`src/rtl/key_seq_pkg.sv`:
```
// key_seq_pkg: sequencer state encoding and active-low key levels
package key_seq_pkg;
  typedef enum logic [2:0] {IDLE, CHECK, PRESS, RELEASE, FINISH, FAIL} state_t;
  localparam logic KEY_PRESSED = 1'b0;
  localparam logic KEY_RELEASED = 1'b1;
endpackage

```
`src/rtl/key_seq_timer.sv`:
```
// key_seq_timer: loadable down-counter flagging expiry at zero
module key_seq_timer #(
  parameter int W = 2
) (
  input  logic         clk,
  input  logic         rst,
  input  logic         i_load,
  input  logic         i_en,
  input  logic [W-1:0] i_load_val,
  output logic         o_expired
);
  logic [W-1:0] r_cnt;
  always_ff @(posedge clk)
    if (rst) r_cnt <= '0;
    else if (i_load) r_cnt <= i_load_val;
    else if (i_en && r_cnt != '0) r_cnt <= r_cnt - W'(1);
  assign o_expired = r_cnt == '0;
endmodule

```
`src/rtl/key_sequencer.sv`:
```
// key_sequencer: presses up/down keys until the counter feedback reaches the latched target
module key_sequencer
  import key_seq_pkg::*;
#(
  parameter int WIDTH = 4,
  parameter int PRESS_CYCLES = 4,
  parameter int RELEASE_CYCLES = 4
) (
  input  logic             clock,
  input  logic             reset,
  input  logic             start,
  input  logic [WIDTH-1:0] target,
  input  logic [WIDTH-1:0] count,
  output logic             Key1,
  output logic             Key2,
  output logic             busy,
  output logic             done,
  output logic             error,
  output logic [WIDTH-1:0] steps
);
  localparam int TW = $clog2(PRESS_CYCLES > RELEASE_CYCLES ? PRESS_CYCLES : RELEASE_CYCLES);
  localparam logic [TW-1:0] PRESS_VAL = TW'(PRESS_CYCLES - 1);
  localparam logic [TW-1:0] RELEASE_VAL = TW'(RELEASE_CYCLES - 1);
  localparam logic [WIDTH-1:0] STEP_MAX = {WIDTH{1'b1}};
  state_t r_state, w_next;
  logic r_up, w_up, w_load, w_en, w_expired, w_accept;
  logic [TW-1:0] w_load_val;
  logic [WIDTH-1:0] r_target, r_steps;
  logic r_key1, r_key2, r_busy, r_done, r_error;
  key_seq_timer #(.W(TW)) u_timer (
    .clk       (clock),
    .rst       (reset),
    .i_load    (w_load),
    .i_en      (w_en),
    .i_load_val(w_load_val),
    .o_expired (w_expired)
  );
  // busy stays high through the done/error cycle, so it also gates acceptance in IDLE
  assign w_accept = r_state == IDLE && start && !r_busy;
  always_comb begin
    w_next = r_state;
    w_up = r_up;
    w_load = 1'b0;
    w_en = 1'b0;
    w_load_val = '0;
    case (r_state)
      IDLE: w_next = w_accept ? CHECK : IDLE;
      CHECK: begin
        if (count == r_target) w_next = FINISH;
        else if (r_steps == STEP_MAX) w_next = FAIL;
        else begin
          w_next = PRESS;
          w_up = r_target > count;
          w_load = 1'b1;
          w_load_val = PRESS_VAL;
        end
      end
      PRESS: begin
        w_en = 1'b1;
        w_next = w_expired ? RELEASE : PRESS;
        w_load = w_expired;
        w_load_val = RELEASE_VAL;
      end
      RELEASE: begin
        w_en = 1'b1;
        w_next = w_expired ? CHECK : RELEASE;
      end
      default: w_next = IDLE;
    endcase
  end
  // outputs are registered decodes of the current state, one cycle behind it
  always_ff @(posedge clock) begin
    if (reset) begin
      r_state <= IDLE;
      r_up <= 1'b0;
      r_target <= '0;
      r_steps <= '0;
      r_key1 <= KEY_RELEASED;
      r_key2 <= KEY_RELEASED;
      r_busy <= 1'b0;
      r_done <= 1'b0;
      r_error <= 1'b0;
    end else begin
      r_state <= w_next;
      r_up <= w_up;
      if (w_accept) begin
        r_target <= target;
        r_steps <= '0;
      end else if (r_state == CHECK && w_next == PRESS) r_steps <= r_steps + WIDTH'(1);
      r_key1 <= (r_state == PRESS && r_up) ? KEY_PRESSED : KEY_RELEASED;
      r_key2 <= (r_state == PRESS && !r_up) ? KEY_PRESSED : KEY_RELEASED;
      r_busy <= r_state != IDLE || w_next != IDLE;
      r_done <= r_state == FINISH;
      r_error <= r_state == FAIL;
    end
  end
  assign Key1 = r_key1;
  assign Key2 = r_key2;
  assign busy = r_busy;
  assign done = r_done;
  assign error = r_error;
  assign steps = r_steps;
endmodule

```
`config.mk`:
```
export PLATFORM = sky130hd
export DESIGN_NAME = key_sequencer
export DESIGN_NICKNAME = d
export VERILOG_FILES = /design/src/rtl/key_seq_pkg.sv /design/src/rtl/key_seq_timer.sv /design/src/rtl/key_sequencer.sv
export SDC_FILE = /design/constraint.sdc
export NUM_CORES = 1
export LEC_CHECK = 0
export ABC_AREA = 1
export CORE_ASPECT_RATIO = 0.6
export CORE_MARGIN = 4
export CORE_UTILIZATION = 25
export CTS_CLUSTER_SIZE = 14
export DETAILED_ROUTE_END_ITERATION = 12
export GPL_ROUTABILITY_DRIVEN = 0
export GPL_TIMING_DRIVEN = 0
export SLEW_MARGIN = 30
export SYNTH_ARGS = -nofsm -noshare
export SYNTH_HDL_FRONTEND = slang
export SYNTH_SLANG_ARGS = --single-unit
```
`constraint.sdc`:
```
create_clock -name clock -period 1.9 [get_ports clock]
set_clock_uncertainty 0.15 [all_clocks]
set_input_delay 0.19 -clock clock [delete_from_list [all_inputs] [get_ports clock]]
set_output_delay 0.19 -clock clock [all_outputs]
set_load 0.05 [all_outputs]
```
==> metrics, run 1 <==
Final Hold Vio Count=0; Worst Tran Pin Value=0.503 ns; Detail Route Antenna Nets=0; largest net degree at the start of global routing=11; # Max-Cap Violations=0; post-synthesis cell area=932 um^2; arrival time worst endpoint=1.51 ns; Worst-path clk slew=0.07 ns; fmax=541 MHz; total grt overflow=0; # fillers=361; drt via density=4.32; fin nets=165; Leak Pwr=0.591 nW; GRT Max-Usage Layer=met1; max-slew violations=0; # setup viols final=0; Final TNS setup=0 ns; worst vdd ir=0.000607 V; grt met2 use=11.2%; RR Startpoint=r_target[0]; crit share post-route=97.3%; initial antenna violation count=0; Cell Pwr Density=987 mW/mm^2; Die Y=55.3 um; register area=380 um^2; initial core utilization=27.2%; Setup crit start kind=flip-flop; routed vias=829; Yosys cell types=21; CTS Sinks=19; cell taking the most area after synthesis=dfxtp_1; DR pass1 iterations=4; Synth Area per Inst=7.46 um^2; Simple-Gate Fraction of Synth Area=30.3%; CTS tree=yes; commonest cells in the synthesized netlist=25 x inv_1, 19 x dfxtp_1, 18 x nor2_1; Synth Area in Compound Gates=8.86%; crit-path max cell delay=0.83 ns; EDFF count, synth=0; Root Driver=clkbuf_8; Total Routed Length=1920 um; main combinational cell family by area after synthesis=simple AND/OR/NAND/NOR gates; Final Critical Period=1.85 ns; vias in the first global route=725; unrepaired setup endpoints after global routing=no; # rows=16; die area=0.00480 mm^2; routed len/inst=9.98 um; hold path start=reset; Post-Synth XOR/XNOR Area=0.940%; Crit. End Element=output pin; CP Max Fanout=5; most frequent cell after synthesis=inv_1; cells along the critical path=clkdlybuf4s50_1; HPWL Detailed=1570 um; Adder-Cell Fraction of Synth Area=8.05%; met3 GRT Util=3.57%; later-pin clock latency in the skew report=0.26 ns; net count after synthesis=142; number of buffers created by CTS=3; Crit path max-delay family=buffers and inverters; Buf/Inv on CP=1; share of layout cells above drive strength 1=8.84%; status=complete, no violations; All-Layer GR Usage=8.30%; hold crit path type=input port to flip-flop; Synth area leaders=dfxtp_1 41%, inv_1 10%, ha_1 8.1%; max_slew headroom=66.4%; port buffer count=18; htree depth=1; setup repair bufs after CTS=0; initial DRC count=12; Req. time, crit path=1.56 ns; slowest stage cell on the critical path=clkdlybuf4s50_1; Async SR Flop Fraction=0%; clock buffer depth=2; sequential area share after synthesis=40.8%; Synth top area share=40.8%; DRC viols=0; Yosys warnings=0; Critical Path Start=steps[3]; ant diodes=0; Multi-input gate area=449 um^2; Die X=86.8 um; area growth from synthesis to layout=30.3%; synthesis-stage register bit count=19; mux contribution to synthesized area=0%; Setup CP Type=flip-flop to output pin; Syn Inst Count=125; Synth Flop Type=dfxtp_1; I/O pins=20; core footprint=0.00342 mm^2; M1 GR Usage=11.9%; Power, Total=1.20 mW; first-pass GRT wire length=3220 um
==> area by class of cell <==
type | instances | share of cell area, %
Clock buffer | 4 | 3.71
Tap cell | 45 | 4.63
Multi-Input combinational cell | 79 | 37.0
Buffer | 1 | 0.412
Sequential cell | 19 | 31.3
Timing Repair Buffer | 18 | 14.9
Inverter | 26 | 8.03
==> sequential cells by signal, summed over array words and instances (netlist names) <==
register and count:
u_timer.r_cnt 2, done 1, r_up 1, r_state 3, Key2 1, Key1 1
error 1, r_target 4, steps 4, busy 1
==> cell usage in the layout, fill, tap and decap left out, types with 3 or more instances in the layout <==
| cell type | count |
|---|---|
| o21ai_0 | 6 |
| clkdlybuf4s50_1 | 16 |
| a21oi_1 | 7 |
| dfxtp_1 | 19 |
| clkbuf_8 | 3 |
| nand3_1 | 9 |
| nor2_1 | 18 |
| nand2_1 | 17 |
| ha_1 | 6 |
| inv_1 | 25 |
| nor2_4 | 3 |
==> routing by layer <==
| metal | up-vias | wire (um) |
|---|---|---|
| li1 | 440 | - |
| met3 | 5 | 95 |
| met1 | 369 | 1010 |
| met4 | 0 | 25 |
| met2 | 15 | 786 |
| met5 | - | 0 |
==> where the power goes <==
part	switching (mW)	leakage, nW	internal (mW)	total (mW)
Clock	0.133	0.0228	0.149	0.282
Sequential	0.0378	0.155	0.459	0.497
Combinational	0.269	0.413	0.150	0.420
Total	0.440	0.591	0.759	1.20
==> logic make-up (layout without fill, tap and decap cells) <==
family | Yosys count | in the layout
compound gates | 16 | 16
buf+inv | 27 | 49
simple gates | 56 | 56
xor+xnor | 1 | 1
fa+ha+maj | 6 | 6
flops | 19 | 19
==> through the flow <==
step                      hold WS, ns  instances  worst slack (ns)  area (um^2)  util, %
after detailed placement        0.242        188            0.0205         1170     34.1
after floorplan                 0.175        125             0.226          932        -
after global routing           0.0791        192           0.00860         1210     35.5
final                          0.0719        192            0.0520         1210     35.5
after CTS                      0.0671        192           0.00221         1210     35.4
after global placement          0.243        188            0.0368         1170     34.1
==> path summary, 6_finish.rpt <==
kind	to	slack, ns	cells after the start
min reg2reg	Key1	0.26	1
max reg2reg	steps[0]	0.40	10
max	steps[3]	0.05	1
min	r_state[0]	0.07	2
==> what timing repair did <==
action / in CTS / in global routing
gates cloned: 0 / 0
hold buffers: 0 / 0
gates resized for setup: 1 / 1
endpoints found under the setup margin: 1 / 1
No activity file was read; power rests on OpenSTA's default activity.
==> inputs of run 2 (changes only) <==
--- a/config.mk
+++ b/config.mk
@@ -13,6 +13,7 @@
 export DETAILED_ROUTE_END_ITERATION = 12
 export GPL_ROUTABILITY_DRIVEN = 0
 export GPL_TIMING_DRIVEN = 0
+export SKIP_LAST_GASP = 1
 export SLEW_MARGIN = 30
 export SYNTH_ARGS = -nofsm -noshare
 export SYNTH_HDL_FRONTEND = slang
==> constraint.sdc (replaced) <==
create_clock -name clock -period 1.93 [get_ports clock]
set_clock_uncertainty 0.15 [all_clocks]
set_input_delay 0.193 -clock clock [delete_from_list [all_inputs] [get_ports clock]]
set_output_delay 0.193 -clock clock [all_outputs]
set_load 0.05 [all_outputs]
==> run 2 against run 1 <==
Compared with the run above: utilization increased by 0.11 points; non-clock buffer count did not move; critical path depth is the same; global-route usage about the same; sequential cell count unchanged; first-iteration DRC count did not move; total power fell by 1.6%.
==> metrics, run 2 (synthesis gave the netlist of run 1 again) <==
status=complete, no violations; Root Driver=clkbuf_8; Worst Tran Pin Value=0.503 ns; routed vias=829; hold crit path type=input port to flip-flop; Cell Pwr Density=968 mW/mm^2; Crit path max-delay family=buffers and inverters; Final Hold Vio Count=0; unrepaired setup endpoints after global routing=no; drt via density=4.32; crit-path max cell delay=0.84 ns; initial antenna violation count=0; All-Layer GR Usage=8.33%; core footprint=0.00342 mm^2; Register-to-Register Setup Slack=0.43 ns; final core occ=35.6%; Setup CP Type=flip-flop to output pin; routed len/inst=9.98 um; max-slew violations=0; HPWL Detailed=1570 um; CTS Sinks=19; htree depth=1; area growth from synthesis to layout=30.7%; Leak Pwr=0.605 nW; # fillers=361; cells along the critical path=clkdlybuf4s50_1; Worst-path clk slew=0.07 ns; fin nets=165; worst vdd ir=0.000597 V; Final Critical Period=1.86 ns; initial core utilization=27.2%; Power, Total=1.18 mW; CP Max Fanout=5; I/O pins=20; vias in the first global route=725; commonest non-fill, non-tap cell in the layout=inv_1; Die X=86.8 um; ant diodes=0; number of buffers created by CTS=3; die area=0.00480 mm^2; # rows=16; Buf/Inv on CP=1; # setup viols final=0; total grt overflow=0; CTS tree=yes; most frequent cells in the layout=25 x inv_1, 19 x dfxtp_1, 18 x nor2_1; crit share post-route=96.1%; slowest stage cell on the critical path=clkdlybuf4s50_1; Setup crit start kind=flip-flop; hold buffer count at cts=0; largest net degree at the start of global routing=11; initial DRC count=12; fmax=539 MHz; clock buffer depth=2; first-pass GRT wire length=3220 um; Req. time, crit path=1.59 ns; Die Y=55.3 um; max_slew headroom=66.4%; port buffer count=18; later-pin clock latency in the skew report=0.26 ns; share of layout cells above drive strength 1=8.84%; arrival time worst endpoint=1.51 ns; Crit. End Element=output pin; Detail Route Antenna Nets=0; # Max-Cap Violations=0; DRC viols=0; Total Routed Length=1920 um; DR pass1 iterations=4; Final TNS setup=0 ns
run 2: layout make-up:
cell class | count | area (um^2) | area share [%]
Buffer | 1 | 5.00 | 0.411
Clock buffer | 4 | 45.0 | 3.70
Inverter | 26 | 97.6 | 8.01
Multi-Input combinational cell | 79 | 449 | 36.9
Sequential cell | 19 | 380 | 31.2
Tap cell | 45 | 56.3 | 4.62
Timing Repair Buffer | 18 | 185 | 15.2
run 2: path summary, 6_finish.rpt:
path / start / to / cells after the start
setup / recovery: steps[3] / steps[3] / 1
hold / removal: reset / r_state[0] / 2
setup reg to reg: r_target[0] / steps[0] / 10
hold reg to reg: r_up / Key1 / 1
run 2: power breakdown:
| part | total (mW) | leakage [nW] | internal (mW) | switching (mW) |
|---|---|---|---|---|
| Sequential | 0.490 | 0.155 | 0.452 | 0.0372 |
| Clock | 0.278 | 0.0228 | 0.147 | 0.131 |
| Combinational | 0.413 | 0.427 | 0.148 | 0.265 |
run 2: routing by layer:
layer | part of all wire (%) | track usage [%] | vias to the layer above
li1 | - | - | 439
met1 | 52 | 11.8 | 370
met2 | 41 | 11.2 | 15
met3 | 5.5 | 3.86 | 5
met4 | 1.3 | 2.00 | 0
met5 | 0 | 0 | -
run 2: repair_timing:
action / in CTS / in global routing
setup buffers: 0 / 0
resized for setup: 0 / 2
setup endpoints to repair: 0 / 2
run 2: metrics by stage:
| step | std cells | hold slack (ns) | worst slack, ns | area (um^2) |
|---|---|---|---|---|
| 2_1_floorplan | 125 | 0.178 | 0.256 | 932 |
| 3_3_place_gp | 188 | 0.243 | 0.0638 | 1170 |
| 3_5_place_dp | 188 | 0.242 | 0.0475 | 1170 |
| 4_1_cts | 192 | 0.0701 | 0.00652 | 1210 |
| 5_1_grt | 192 | 0.0821 | 0.0356 | 1220 |
| 6_report | 192 | 0.0749 | 0.0746 | 1220 |
==> inputs of run 3 (changes only) <==
--- a/config.mk
+++ b/config.mk
@@ -13,7 +13,6 @@
 export DETAILED_ROUTE_END_ITERATION = 12
 export GPL_ROUTABILITY_DRIVEN = 0
 export GPL_TIMING_DRIVEN = 0
-export SKIP_LAST_GASP = 1
 export SLEW_MARGIN = 30
 export SYNTH_ARGS = -nofsm -noshare
 export SYNTH_HDL_FRONTEND = slang
==> constraint.sdc (replaced) <==
create_clock -name clock -period 1.93 [get_ports clock]
set_clock_uncertainty 0.15 [all_clocks]
set_input_delay 0.386 -clock clock [delete_from_list [all_inputs] [get_ports clock]]
set_output_delay 0.386 -clock clock [all_outputs]
set_load 0.05 [all_outputs]
==> run 3 against run 2 <==
Compared with the run above: combinational power about the same; final cell count unchanged; sequential share of layout area up 0.064 points; largest cell class unchanged; clock power about the same; fmax down 1.6%; wire length up 0.16%; register-to-register slack better by 0.05 ns; critical path depth unchanged; worst setup slack worse by 0.031 ns; count of clock-buffer cells in the layout unchanged.
==> metrics, run 3 (synthesis gave the netlist of run 1 again) <==
total grt overflow=0; cells along the critical path=clkdlybuf4s50_1; first-pass GRT wire length=3220 um; initial core utilization=27.2%; initial DRC count=13; # rows=16; die area=0.00480 mm^2; initial antenna violation count=0; ant diodes=0; CTS Sinks=19; Crit. End Element=output pin; Leak Pwr=0.602 nW; htree depth=1; register area=380 um^2; Final TNS setup=0 ns; area growth from synthesis to layout=30.5%; Die Y=55.3 um; Root Driver=clkbuf_8; # setup viols final=0; Worst Tran Pin Value=0.508 ns; fin nets=165; Worst-path clk slew=0.07 ns; crit share post-route=97.7%; share of layout cells above drive strength 1=9.52%; Min Hold Slack=0.260 ns; HPWL Detailed=1570 um; status=complete, no violations; commonest non-fill, non-tap cell in the layout=inv_1; All-Layer GR Usage=8.30%; CP Max Fanout=1; crit-path max cell delay=0.79 ns; Setup crit start kind=flip-flop; Detail Route Antenna Nets=0; arrival time worst endpoint=1.35 ns; routed vias=840; number of buffers created by CTS=3; fmax=530 MHz; routed len/inst=10.0 um; unrepaired setup endpoints after global routing=no; slowest stage cell on the critical path=clkdlybuf4s50_1; Setup CP Type=flip-flop to output pin; hold crit path type=flip-flop to flip-flop; Final Critical Period=1.89 ns; vias in the first global route=725; Setup WS post-layout=0.0438 ns; # Max-Cap Violations=0; clock buffer depth=2; core footprint=0.00342 mm^2; max-slew violations=0; most frequent cells in the layout=25 x inv_1, 19 x dfxtp_1, 18 x nor2_1; largest net degree at the start of global routing=11; Cell Pwr Density=969 mW/mm^2; Buf/Inv on CP=1; worst vdd ir=0.000587 V; Die X=86.8 um; I/O pins=20; Total Routed Length=1920 um; Multi-input gate area=452 um^2; # fillers=362; DRC viols=0; Req. time, crit path=1.39 ns; pre-CTS setup slack=-0.146 ns; drt via density=4.38; port buffer count=18; CTS tree=yes; hold buffer count at cts=0; Final Hold Vio Count=0; DR pass1 iterations=4; Power, Total=1.18 mW; max_slew headroom=66.1%; Crit path max-delay family=buffers and inverters; later-pin clock latency in the skew report=0.26 ns
==> run 3: cell count changes in the layout (fill, tap and decap cells not counted), sizes merged <==
cell / previous run / this run
dlygate4sd2: 0 / 4
clkdlybuf4s50: 16 / 12
==> run 3: stage by stage <==
| step | cell area [um^2] | utilization (%) | std cells |
|---|---|---|---|
| floorplan | 932 | - | 125 |
| global placement | 1170 | 34.1 | 188 |
| detailed placement | 1170 | 34.1 | 188 |
| CTS | 1210 | 35.3 | 192 |
| global route | 1220 | 35.5 | 192 |
| finish | 1220 | 35.5 | 192 |
==> run 3: repair_timing <==
item	in CTS	in global routing
setup endpoints to repair	4	5
setup buffers	0	0
resized for setup	4	3
==> run 3: worst paths after layout <==
kind	slack, ns	cells past startpoint	start	endpoint
max	0.04	1	Key2	Key2
min	0.26	1	r_up	Key1
max reg2reg	0.48	8	r_target[0]	r_up
min reg2reg	0.26	1	r_up	Key1
==> run 3: report_power, final <==
group,internal (mW),switching (mW),leakage (nW)
logic,0.144,0.267,0.424
clock network,0.147,0.131,0.0228
registers,0.452,0.0367,0.155
total,0.743,0.435,0.602
==> run 3: final cells by class <==
class / count / area share (%)
Inverter: 26 / 8.02
Clock buffer: 4 / 3.70
Timing Repair Buffer: 18 / 14.8
Tap cell: 45 / 4.63
Multi-Input combinational cell: 79 / 37.1
Buffer: 1 / 0.412
Sequential cell: 19 / 31.3
==> run 3: metal layers <==
layer | wire length [um] | vias to the layer above | global-route usage, %
li1 | - | 440 | -
met1 | 1010 | 375 | 11.9
met2 | 791 | 20 | 11.2
met3 | 98 | 5 | 3.57
met4 | 25 | 0 | 2.00
met5 | 0 | - | 0
==> patch 1, RTL diff (flow settings as in run 1) <==
Register the output `error` once more, with the module's reset; this adds one clock of latency there. The other outputs are not delayed to match. Comments in the files are not updated.
--- a/src/rtl/key_sequencer.sv
+++ b/src/rtl/key_sequencer.sv
@@ -100,3 +100,9 @@
   assign done = r_done;
-  assign error = r_error;
+  always_ff @(posedge clock) begin
+    if (reset) begin
+      error <= '0;
+    end else begin
+      error <= r_error;
+    end
+  end
   assign steps = r_steps;
Behaviour: same outputs for any inputs over 10 cycles, from zero or initial values and one cycle with reset high; that may be too few to reach the edited logic, so the function may still have changed.
==> patch 1 against run 1 <==
Critical endpoint is now steps[2]; wire length shrank 2.8%; critical path type unchanged; final area grew 2.2%; worst setup slack gained 0.0090 ns; area after synthesis grew 1.3%; sequential cell count grew 1; core utilization grew 0.56 points; power grew 4.1%; cell count grew 2.1%.
==> patch 1: results (changes against run 1) <==
The quantity of I/O buffers inserted on ports came out at 18 (unchanged). The share of Yosys cell area claimed by the top area cell type is 0.424 (+0.0158). The number of nets in the layout came out at 169 (+2.4%). The post-synthesis net count came out at 146 (+2.8%). The depth of the worst register-to-register path came out at 9 (-1).

The worst voltage drop across the vdd grid came out at 0.360 mV (-41%). The run finished with clean final reports. The via count of the first global-routing pass came out at 748 (+3.2%). Counting instances in the post-synthesis netlist gives the leading cell types as 26 x sky130_fd_sc_hd__nor2_1, 23 x sky130_fd_sc_hd__nand2_1, 20 x sky130_fd_sc_hd__dfxtp_1. The largest net degree at the start of global routing is 12 (+1).

For hold timing, the worst endpoint is error. The startpoint identified for the worst register-to-register timing path is r_target[3]. The final hold slack is 0.0489 ns (-0.0230 ns). The slack of the worst reg-to-reg path is 0.37 ns (-0.03 ns).

The global-route wire length before repair is 3260 um (+1.5%). The proportion of synthesized chip area in sequential cells came out at 0.424 (+0.0158). After clock tree synthesis, the clock-pin slew on the worst setup and hold paths is 0.08 ns. The H-tree depth is 1 (unchanged). Sorting the synthesized cells by area gives the leading types as sky130_fd_sc_hd__dfxtp_1 42%, sky130_fd_sc_hd__nor2_1 10%, sky130_fd_sc_hd__nand2_1 9.1%.

The worst relative slew slack was 0.663 (-0.00158). The fraction of layout instances using a drive strength above 1 is 0.0795 (-0.00897). The total via count in the routed design came out at 836 (+0.84%). The initial detailed-routing violation count is 22 (+10). The detailed-placement wirelength estimate came to 1490 um (-5.4%). The global routing usage summed across all routing layers was 0.0872 (+0.00422). The total detailed-routing wirelength came out at 1860 um (-2.8%). The leakage power total was 0.592 nW (about the same).
-- patch 1: worst max path at each step --
stage,slack [ns],to,cells past startpoint,start
after floorplan,0.19,u_timer.r_cnt[1],6,steps[0]
after global placement,0.009,steps[0],11,count[3]
after detailed placement,-0.04,steps[0],11,count[3]
after CTS,0.03,steps[0],1,steps[0]
after global routing,0.01,steps[2],1,steps[2]
final,0.06,steps[2],1,steps[2]
-- patch 1: cell families after synthesis --
logic type | synth area share
compound gates | 0.0636
buf+inv | 0.0848
xor+xnor | 0.0185
fa+ha+maj | 0.0795
simple gates | 0.330
flops | 0.424
-- patch 1: layer usage --
metal  track usage  wire length [um]  share of wire  up-vias
met5             0                 0              0        -
met3        0.0473               142          0.076        4
met4        0.0394                29          0.016        0
met1         0.116               926           0.50      361
met2         0.113               765           0.41       20
li1              -                 -              -      451
-- patch 1: per-stage QoR --
step	setup slack [ns]	instance area (um2)	std cells	util
finish	0.0610	1240	196	0.360
global route	0.0138	1240	196	0.360
CTS	0.0293	1240	196	0.359
detailed placement	-0.0357	1180	192	0.343
global placement	0.00932	1180	192	0.343
floorplan	0.185	945	129	-
-- patch 1: power breakdown --
part / internal [mW] / total (mW) / switching [mW]
sequential: 0.478 / 0.519 / 0.0409
combinational: 0.149 / 0.399 / 0.250
clock: 0.185 / 0.330 / 0.146
total: 0.812 / 1.25 / 0.436
-- patch 1: what timing repair did --
item	CTS	global route
setup endpoints to repair	0	2
hold buffers	0	0
buffers inserted	0	0
gates resized for setup	0	2
-- patch 1: layout make-up --
type,instances,area [um2]
buffer,1,5.00
clock buffer,4,55.1
fill,387,2200
inverter,20,75.1
multi-input combinational,88,464
sequential,20,400
tap,45,56.3
timing repair buffer,18,185
==> patch 2, RTL diff (flow settings as in run 1) <==
Without the edit above. `PRESS_CYCLES`: 4 -> 8.
--- a/src/rtl/key_sequencer.sv
+++ b/src/rtl/key_sequencer.sv
@@ -5,3 +5,3 @@
   parameter int WIDTH = 4,
-  parameter int PRESS_CYCLES = 4,
+  parameter int PRESS_CYCLES = 8,
   parameter int RELEASE_CYCLES = 4
Check against the original RTL: not equivalent (a bounded check fails within 10 cycles, from zero or initial values and one cycle with reset high).
==> patch 2 against run 1 <==
Final area increased by 4.6%; wire length grew 5.3%; critical endpoint unchanged; largest cell class unchanged; sequential cell count is 1 higher; cell count rose by 6.3%; area after synthesis is 5.0% higher; clock power down 4%; first-iteration DRC count increased to 2.9 times the old value; register-to-register slack about the same; power rose by 32%; critical path type unchanged; worst setup slack improved by 0.011 ns; highest routed layer unchanged.
==> patch 2: results (changes against run 1) <==
The flow ran to the end, and the final reports show no timing, DRC or antenna violations. The number of buffers added by the clock tree synthesis step was 3 (unchanged). The total via count in the routed design is 832 (+0.36%). The total of fill cells in the finished design came out at 413 (+14%). The worst min-delay path category is reg -> reg.

The detailed-placement wirelength estimate is 1620 um (+3.3%). The arrival time at the worst endpoint is 1.50 ns. The proportion of synthesized chip area in sequential cells was 0.409 (+0.00115). The number of library cell types mapped by synthesis is 19 (-9.5%). The maximum single-stage delay on the critical path came out at 0.83 ns (about the same). The number of antenna violations at the first check in global routing came out at 0 (unchanged). The setup fix buffers added after clock tree synthesis came out at 0 (unchanged).

The number of detailed-routing iterations run before antenna repair is 4 (unchanged). The post-CTS resize count is 0 (-1). The largest fanout of any net on the critical path came to 4 (-1). The cell at the slowest stage of the critical path is sky130_fd_sc_hd__clkdlybuf4s50_1.

The global routing usage summed across all routing layers came out at 0.0853 (+0.00229). The post-synthesis compound-gate area fraction came out at 0.0780 (-0.0106). The clock-pin slew of the registers on the worst-case setup and hold paths came out at 0.07 ns (about the same). The number of nets in the layout is 177 (+7.3%).

At the later pin of the worst-skew pair, clock insertion delay measures 0.25 ns. The xor and xnor fraction of the mapped netlist area is 0.0179 (+0.00851). The via count of the first global-routing pass was 727 (+0.28%). The post-synthesis adder-cell area fraction is 0.0895 (+0.00898).

Ranked by total cell area, the synthesized netlist is headed by sky130_fd_sc_hd__dfxtp_1 41%, sky130_fd_sc_hd__inv_1 9.6%, sky130_fd_sc_hd__nand2_1 9.6%. The share of cell area taken by muxes after synthesis is 0 (unchanged). The worst-case clock buffer depth is 2 (unchanged). The worst slack at placement came out at 0.00383 ns (-0.0166 ns). The share of async-settable or async-resettable flops after synthesis came out at 0 (unchanged). The measured slew at the worst slew-check pin is 0.499 ns (-0.00372 ns).

The dominant register cell in the synthesized netlist is sky130_fd_sc_hd__dfxtp_1. The quantity of I/O buffers inserted on ports came to 19 (+1). The count of antenna diodes in the layout is 0 (unchanged). The total number of yosys warnings came out at 0 (unchanged). The post-synthesis net count came to 153 (+7.7%). After synthesis, the most frequently instantiated cells are 25 x sky130_fd_sc_hd__inv_1, 25 x sky130_fd_sc_hd__nand2_1, 21 x sky130_fd_sc_hd__nor2_1. The fraction of layout instances using a drive strength above 1 is 0.0573 (-0.0311).

The largest net degree at the start of global routing came out at 11 (unchanged). The leakage power total is 0.601 nW (+1.6%). The global-route wire length before repair is 3280 um (+2.1%). The worst voltage drop across the vdd grid came out at 0.515 mV (-15%). Among cell families on the critical path, the largest total delay comes from buffers and inverters. The wire length per cell after detailed routing came out at 9.90 um (-0.87%). The hold violation count in the final report came out at 0 (unchanged). The initial detailed-routing violation count is 35 (+23).
[patch 2: layout make-up]
| type | instances | area (um2) | share of cell area |
|---|---|---|---|
| clock buffers | 3 | 41.3 | 0.0325 |
| inverters | 26 | 97.6 | 0.0768 |
| plain buffers | 1 | 7.51 | 0.00591 |
| multi-input cells | 88 | 473 | 0.372 |
| well taps | 47 | 58.8 | 0.0463 |
| repair buffers | 19 | 193 | 0.152 |
| flip-flops and latches | 20 | 400 | 0.315 |
[patch 2: cells by family (layout without fill, tap and decap cells)]
family                   count (synthesis)  count (layout)
AND/OR/NAND/NOR                         64              64
buffers and inverters                   27              49
flip-flops                              20              20
AO/OA/AOI/OAI                           15              15
adder cells (fa/ha/maj)                  7               7
XOR/XNOR                                 2               2
[patch 2: worst register-to-register path, cell delays in order (launching register included)]
cell	delay [ns]
sky130_fd_sc_hd__dfxtp_1	0.32
sky130_fd_sc_hd__ha_1	0.29
sky130_fd_sc_hd__nand2_1	0.11
sky130_fd_sc_hd__inv_1	0.04
sky130_fd_sc_hd__nand2_1	0.13
sky130_fd_sc_hd__nand2_1	0.11
sky130_fd_sc_hd__nor2_4	0.11
sky130_fd_sc_hd__nand2_1	0.06
sky130_fd_sc_hd__a21oi_1	0.11
[patch 2: worst paths after layout]
check | end | slack [ns] | start | depth (start not counted)
worst max-delay path | steps[3] | 0.06 | steps[3] | 1
worst min-delay path | Key1 | 0.26 | r_up | 1
worst max register to register | steps[1] | 0.40 | r_target[3] | 8
worst min register to register | Key1 | 0.26 | r_up | 1
[patch 2: report_power, final]
| group | internal, mW | total, mW | switching (mW) |
|---|---|---|---|
| sequential | 0.525 | 0.590 | 0.0656 |
| combinational | 0.259 | 0.719 | 0.460 |
| clock | 0.141 | 0.272 | 0.131 |
[patch 2: routing by layer]
layer,routed length (um),GRT usage,part of all wire
met1,1180,0.132,0.58
met4,13,0.0129,0.0064
met5,0,0,0
met2,679,0.100,0.34
met3,150,0.0469,0.074
[patch 2: through the flow]
step | hold slack (ns) | instance area [um2] | power (mW) | std cells
6_report | 0.263 | 1270 | 1.58 | 204
5_1_grt | 0.278 | 1270 | 1.73 | 204
3_5_place_dp | 0.249 | 1230 | 1.32 | 201
4_1_cts | 0.265 | 1270 | 1.60 | 204
3_3_place_gp | 0.239 | 1230 | 1.31 | 201
2_1_floorplan | 0.109 | 978 | 1.14 | 135
